$ cat src/rtl/modulator_pkg.sv
// Shared definitions for the time-shared modulator bank: mode codes, FSM states, default width.
package modulator_pkg;

  localparam int BITSIZE_DEF = 16;

  typedef enum logic [1:0] {
    MODE_AM     = 2'b00,
    MODE_RING   = 2'b01,
    MODE_BYPASS = 2'b10,
    MODE_MUTE   = 2'b11
  } mode_e;

  typedef enum logic [1:0] {
    IDLE = 2'b00,
    M1   = 2'b01,
    M2   = 2'b10,
    WR   = 2'b11
  } state_e;

endpackage

$ cat src/rtl/modulator_mac.sv
// Registered signed Q1.(BITSIZE-1) multiplier: full product, floor shift, saturate.
// Latency: 1 cycle, operands at t give prod at t+1.
// Backpressure: none, accepts new operands every cycle.
module modulator_mac
  import modulator_pkg::*;
#(
  parameter int BITSIZE = BITSIZE_DEF
) (
  input  logic                      clk,
  input  logic                      reset,
  input  logic signed [BITSIZE-1:0] op_a,
  input  logic signed [BITSIZE-1:0] op_b,
  output logic signed [BITSIZE-1:0] prod
);

  localparam logic signed [2*BITSIZE-1:0] PMAX = {{(BITSIZE+1){1'b0}}, {(BITSIZE-1){1'b1}}};
  localparam logic signed [2*BITSIZE-1:0] PMIN = {{(BITSIZE+1){1'b1}}, {(BITSIZE-1){1'b0}}};

  logic signed [2*BITSIZE-1:0] opa_x;
  logic signed [2*BITSIZE-1:0] opb_x;
  logic signed [2*BITSIZE-1:0] full;
  logic signed [2*BITSIZE-1:0] shifted;
  logic signed [BITSIZE-1:0]   sat;

  assign opa_x   = {{BITSIZE{op_a[BITSIZE-1]}}, op_a};
  assign opb_x   = {{BITSIZE{op_b[BITSIZE-1]}}, op_b};
  assign full    = opa_x * opb_x;
  // Arithmetic shift floors toward minus infinity; only (-1)*(-1) can exceed the range.
  assign shifted = full >>> (BITSIZE - 1);

  always_comb begin
    sat = shifted[BITSIZE-1:0];
    if (shifted > PMAX) begin
      sat = PMAX[BITSIZE-1:0];
    end else if (shifted < PMIN) begin
      sat = PMIN[BITSIZE-1:0];
    end
  end

  always_ff @(posedge clk) begin
    if (reset) begin
      prod <= '0;
    end else begin
      prod <= sat;
    end
  end

endmodule

$ cat src/rtl/modulator_bank.sv
// Multi-channel AM/ring/bypass/mute modulator sharing one multiplier across channels.
// Latency: sample at cycle 0 gives out/out_valid at cycle 3*CHANNELS+1.
// Backpressure: none; a sample while busy is dropped and flagged on overrun.
module modulator_bank
  import modulator_pkg::*;
#(
  parameter int BITSIZE  = BITSIZE_DEF,
  parameter int CHANNELS = 4
) (
  input  logic                         clk,
  input  logic                         reset,
  input  logic                         sample,
  input  logic [CHANNELS*BITSIZE-1:0]  in1,
  input  logic [CHANNELS*BITSIZE-1:0]  in2,
  input  logic [CHANNELS*BITSIZE-1:0]  a,
  input  logic [CHANNELS*BITSIZE-1:0]  b,
  input  logic [2*CHANNELS-1:0]        mode,
  output logic [CHANNELS*BITSIZE-1:0]  out,
  output logic                         out_valid,
  output logic                         busy,
  output logic                         overrun
);

  localparam int CW = (CHANNELS > 1) ? $clog2(CHANNELS) : 1;
  localparam logic [CW-1:0] LAST = CW'(CHANNELS - 1);

  state_e state, state_nxt;
  logic [CW-1:0] ch;
  logic          accept;
  logic          last_ch;

  logic signed [BITSIZE-1:0] s_in1   [CHANNELS];
  logic signed [BITSIZE-1:0] s_in2   [CHANNELS];
  logic signed [BITSIZE-1:0] s_a     [CHANNELS];
  logic signed [BITSIZE-1:0] s_b     [CHANNELS];
  mode_e                     s_mode  [CHANNELS];
  logic signed [BITSIZE-1:0] staging [CHANNELS];

  logic signed [BITSIZE-1:0] op_a, op_b, prod;
  logic signed [BITSIZE:0]   add_full;
  logic signed [BITSIZE-1:0] add_sat;
  logic signed [BITSIZE-1:0] result;

  assign accept  = (state == IDLE) && sample;
  assign last_ch = (ch == LAST);
  assign busy    = (state != IDLE);

  always_ff @(posedge clk) begin
    if (reset) begin
      state <= IDLE;
    end else begin
      state <= state_nxt;
    end
  end

  always_comb begin
    state_nxt = state;
    case (state)
      IDLE:    if (sample) state_nxt = M1;
      M1:      state_nxt = M2;
      M2:      state_nxt = WR;
      WR:      state_nxt = last_ch ? IDLE : M1;
      default: state_nxt = IDLE;
    endcase
  end

  // In M2 the multiplier output holds a*in2, so the AM offset is added here.
  always_comb begin
    add_full = {prod[BITSIZE-1], prod} + {s_b[ch][BITSIZE-1], s_b[ch]};
    add_sat  = add_full[BITSIZE-1:0];
    if (add_full[BITSIZE] != add_full[BITSIZE-1]) begin
      add_sat = add_full[BITSIZE] ? {1'b1, {(BITSIZE-1){1'b0}}}
                                  : {1'b0, {(BITSIZE-1){1'b1}}};
    end
  end

  always_comb begin
    op_a = '0;
    op_b = '0;
    if (state == M1) begin
      op_a = s_a[ch];
      op_b = s_in2[ch];
    end else if (state == M2) begin
      case (s_mode[ch])
        MODE_AM:   begin op_a = add_sat;   op_b = s_in1[ch]; end
        MODE_RING: begin op_a = s_in2[ch]; op_b = s_in1[ch]; end
        default:   ;
      endcase
    end
  end

  always_comb begin
    case (s_mode[ch])
      MODE_AM, MODE_RING: result = prod;
      MODE_BYPASS:        result = s_in1[ch];
      default:            result = '0;
    endcase
  end

  modulator_mac #(.BITSIZE(BITSIZE)) u_mac (
    .clk   (clk),
    .reset (reset),
    .op_a  (op_a),
    .op_b  (op_b),
    .prod  (prod)
  );

  always_ff @(posedge clk) begin
    if (reset) begin
      ch        <= '0;
      out       <= '0;
      out_valid <= 1'b0;
      overrun   <= 1'b0;
      for (int k = 0; k < CHANNELS; k++) begin
        s_in1[k]   <= '0;
        s_in2[k]   <= '0;
        s_a[k]     <= '0;
        s_b[k]     <= '0;
        s_mode[k]  <= MODE_AM;
        staging[k] <= '0;
      end
    end else begin
      out_valid <= 1'b0;
      overrun   <= sample && busy;
      if (accept) begin
        ch <= '0;
        for (int k = 0; k < CHANNELS; k++) begin
          s_in1[k]  <= in1[k*BITSIZE +: BITSIZE];
          s_in2[k]  <= in2[k*BITSIZE +: BITSIZE];
          s_a[k]    <= a[k*BITSIZE +: BITSIZE];
          s_b[k]    <= b[k*BITSIZE +: BITSIZE];
          s_mode[k] <= mode_e'(mode[2*k +: 2]);
        end
      end
      if (state == WR) begin
        staging[ch] <= result;
        if (last_ch) begin
          // Last channel's result bypasses staging so all channels publish together.
          for (int k = 0; k < CHANNELS; k++) begin
            out[k*BITSIZE +: BITSIZE] <= (CW'(k) == ch) ? result : staging[k];
          end
          out_valid <= 1'b1;
        end else begin
          ch <= ch + CW'(1);
        end
      end
    end
  end

endmodule

$ cat config.mk
export PLATFORM = sky130hd
export DESIGN_NAME = modulator_bank
export DESIGN_NICKNAME = d
export VERILOG_FILES = /design/src/rtl/modulator_pkg.sv /design/src/rtl/modulator_mac.sv /design/src/rtl/modulator_bank.sv
export SDC_FILE = /design/constraint.sdc
export NUM_CORES = 1
export LEC_CHECK = 0
export BUFFER_PORTS_ARGS = -buffer_cell sky130_fd_sc_hd__buf_2
export CAP_MARGIN = 5
export CORE_ASPECT_RATIO = 1.2
export CORE_MARGIN = 3
export CORE_UTILIZATION = 55
export CTS_BUF_LIST = sky130_fd_sc_hd__clkbuf_4
export DETAILED_ROUTE_END_ITERATION = 6
export PLACE_DENSITY = 0.79
export SLEW_MARGIN = 20
export SYNTH_ARGS = -nofsm -noshare
export SYNTH_HDL_FRONTEND = slang
export SYNTH_SLANG_ARGS = --single-unit
export TNS_END_PERCENT = 20
$ cat constraint.sdc
create_clock -name clk -period 11.7 [get_ports clk]
set_input_delay 2.34 -clock clk [delete_from_list [all_inputs] [get_ports clk]]
set_output_delay 2.34 -clock clk [all_outputs]
set_load 0.1 [all_outputs]
==> flow_summary.json <==
{
  "cts_hold_buf": 0,
  "report.final.slew_viol_count": 0,
  "drtAntennaViolNets": 0,
  "grt_pass1_wl_mm": 118,
  "antenna_found_initial": 2,
  "via_per_inst": 5.68,
  "cp_top_family": "adder cells",
  "worstSetupEndpointType": "flip-flop",
  "p_leak_nw": 14.3,
  "top_layer_used": "met4",
  "cts_inserted_buffers": 98,
  "wl_per_cell_um": 21.2,
  "io_buffers": 333,
  "p_switching_mw": 2.32,
  "p_total_mw": 5.74,
  "ys_ff_latch": 414,
  "cts_max_level": 3,
  "p_clk_share_pct": 21.4,
  "clock.fmax_ghz": 0.0904,
  "p_per_area_nw_per_um2": 179,
  "dr.pass1.iters": 5,
  "drive_above_1_share_pct": 22.1,
  "final_cell_count_no_fill": 3645,
  "cts.sinks": 414,
  "io_pins": 334,
  "dp_hpwl_mm": 59.8,
  "dpl.cell_count": 3457,
  "outcome": "complete, no violations",
  "critPathArrivalTime_ns": 11.79,
  "ys_seq_area_share_pct": 40.9,
  "clk_latency_ns": 0.88,
  "fp.dieW_um": 213,
  "combinationalPowerShare_pct": 43.6,
  "avgSynthCellArea_um2": 11.0,
  "async_reset_ff_share_pct": 0,
  "timing.final.ws_setup_ns": 0.639,
  "cts_tree": "done",
  "min_from": "out[16]",
  "yosysUniqueCellTypes": 75,
  "synth_area_um2": 28300,
  "finClkSkew_ns": 0.0961,
  "route.met2.wl_mm": 38.5,
  "critPathMaxStageDelay_ns": 0.58,
  "seqPwrFrac_pct": 35.0,
  "drv_cap": 0,
  "die_area_um2": 54200,
  "vias": 20700,
  "fin_nets": 3546,
  "post-route-min-period_ns": 11.06,
  "cts-root-buf": "clkbuf_4",
  "ir_drop_mv": 0.129,
  "grt_remaining_overflow": 0,
  "crit_buf_inv": 4,
  "synth_edf_count": 328,
  "r2r_start": "ch[0]",
  "postPlaceCellArea_um2": 30700,
  "crit_type": "reg2reg",
  "clockBufferDepth": 3,
  "fin_tns_setup_ns": 0,
  "dp_slack_ns": 0.463,
  "max_slew_margin_pct": 25.4,
  "drtIter0Drc": 1730,
  "final_area_um2": 32100,
  "setup_violations": 0,
  "die_h_um": 255,
  "netSwitchingFraction_pct": 40.4,
  "wl_met3_mm": 6.24,
  "ys_warn_count": 0,
  "grt_util_all_layers_pct": 28.9,
  "drc": 0,
  "cp.required_ns": 12.43,
  "finalHoldViolCount": 0,
  "place.gp.congestion": 1.00,
  "grt_max_degree": 182,
  "drt-total-wl_mm": 77.3,
  "path_max_fanout": 17,
  "cp_slowest_cell": "and2_1",
  "syn_inst": 2563,
  "holdCritPathClass": "reg2reg",
  "rsz0062_at_grt": "false",
  "grt_pass1_vias": 21800,
  "crit_top_cell": "fa_1",
  "rows": 90,
  "start_util_pct": 56.0,
  "ys.flop_type": "edfxtp_1",
  "core_um2": 50600,
  "start_kind": "flip-flop",
  "area_growth_pct": 13.2,
  "path_clk_slew_ns": 0.07,
  "p_int_mw": 3.42,
  "worst_pin_slew_ns": 1.12,
  "min_period_over_period_pct": 94.5,
  "m1WireLength_mm": 28.4,
  "cp-startpoint": "ch[0]",
  "syn_nets": 3195
}
cells in the mapped netlist (4+ instances only):
cell type	count	area (um^2)
edfxtp_1	328	9850
nor2_1	324	1220
inv_1	319	1200
and2_1	273	1710
fa_1	262	5250
a21oi_1	138	691
nand2_1	137	514
clkbuf_1	111	417
ha_1	103	1290
dfxtp_1	86	1720
mux4_2	63	1420
o21ai_0	51	255
nand2b_1	37	231
a21o_1	33	248
a22oi_1	30	225
xnor2_1	28	245
or2_2	27	169
o211ai_1	23	173
nand3_1	15	75.1
nor2b_1	11	68.8
nor3_1	11	55.1
o21bai_1	11	82.6
o21a_1	10	75.1
xor2_1	9	78.8
buf_1	8	30.0
mux2i_1	8	80.1
a22o_1	7	61.3
buf_2	6	30.0
a31oi_1	5	31.3
o21ai_1	5	25.0
a211oi_1	4	30.0
a221oi_1	4	35.0
a32oi_1	4	35.0
nand4_1	4	25.0
registers in the layout, summed over array words and instances (netlist names):
signal	cells
out	64
s_a	64
s_b	64
s_in1	64
s_in2	64
staging	64
u_mac.prod	16
s_mode	8
ch	2
state	2
out_valid	1
overrun	1
cell usage in the layout (no fill, tap or decap), drive strengths merged, types with 5 or more instances in the layout:
| cell type | Yosys | routed |
|---|---|---|
| a22o | 7 | 7 |
| nor2 | 325 | 325 |
| o21bai | 11 | 11 |
| fa | 262 | 262 |
| mux2i | 8 | 8 |
| o21ai | 57 | 57 |
| nor3 | 11 | 11 |
| a22oi | 30 | 30 |
| xnor2 | 28 | 28 |
| dfxtp | 86 | 86 |
| or2 | 27 | 27 |
| nand3 | 16 | 16 |
| clkbuf | 111 | 145 |
| a21oi | 142 | 142 |
| edfxtp | 328 | 328 |
| o21a | 10 | 10 |
| mux4 | 64 | 64 |
| o211ai | 24 | 24 |
| xor2 | 9 | 9 |
| nand2b | 37 | 37 |
| a21o | 35 | 35 |
| ha | 103 | 103 |
| nor2b | 11 | 11 |
| inv | 319 | 322 |
| clkinv | 0 | 32 |
| buf | 18 | 380 |
| and2 | 274 | 274 |
| a31oi | 5 | 5 |
| nand2 | 137 | 137 |
stage by stage:
step,hold slack [ns],utilization (%)
after floorplan,0.471,-
after global placement,0.448,60.6
after detailed placement,0.451,60.6
after CTS,0.460,63.3
after global routing,0.469,63.4
final,0.456,63.4
cell type report:
| cell class | count | area [um^2] |
|---|---|---|
| Timing Repair Buffer | 380 | 2040 |
| Inverter | 319 | 1200 |
| Clock inverter | 39 | 268 |
| Fill cell | 3922 | 18500 |
| Sequential cell | 414 | 11600 |
| Antenna cell | 3 | 7.51 |
| Tap cell | 644 | 806 |
| Clock buffer | 145 | 1090 |
| Multi-Input combinational cell | 1701 | 15100 |
cell families after synthesis:
| group | share of synthesized area (%) |
|---|---|
| xor+xnor | 1.14 |
| buf+inv | 6.06 |
| fa+ha+maj | 23.1 |
| flops | 40.9 |
| compound gates | 8.45 |
| mux | 5.43 |
| simple gates | 15.0 |
tightest hold or removal path, stage by stage (launching register included):
cell	delay, ns
dfxtp_1	0.31
nand2_1	0.05
a21oi_1	0.05
final timing paths:
kind	end	slack [ns]	depth (start not counted)
worst min register to register	out[16]	0.46	2
worst min-delay path	out[16]	0.46	2
worst max register to register	u_mac.prod[11]	0.64	40
worst max-delay path	u_mac.prod[11]	0.64	40
timing repair:
| action | in CTS | in global routing |
|---|---|---|
| gates resized for setup | 0 | 5 |
| setup buffers | 0 | 1 |
| endpoints found under the setup margin | 0 | 15 |
metal layers:
metal  GRT usage (%)  vias up
met5               0        -
met4            14.7        0
met3            5.34      221
met2            48.2     1055
met1            36.3    10100
li1                -     9284
power by group through the flow:
stage,clock [mW],combinational [mW],sequential [mW]
final,1.23,2.50,2.01
after global routing,1.32,2.70,2.03
after CTS,1.25,2.45,2.01
after detailed placement,0,2.43,2.04
after global placement,0,2.38,2.02
after floorplan,0,1.62,2.05
(Power assumes the default switching activity.)
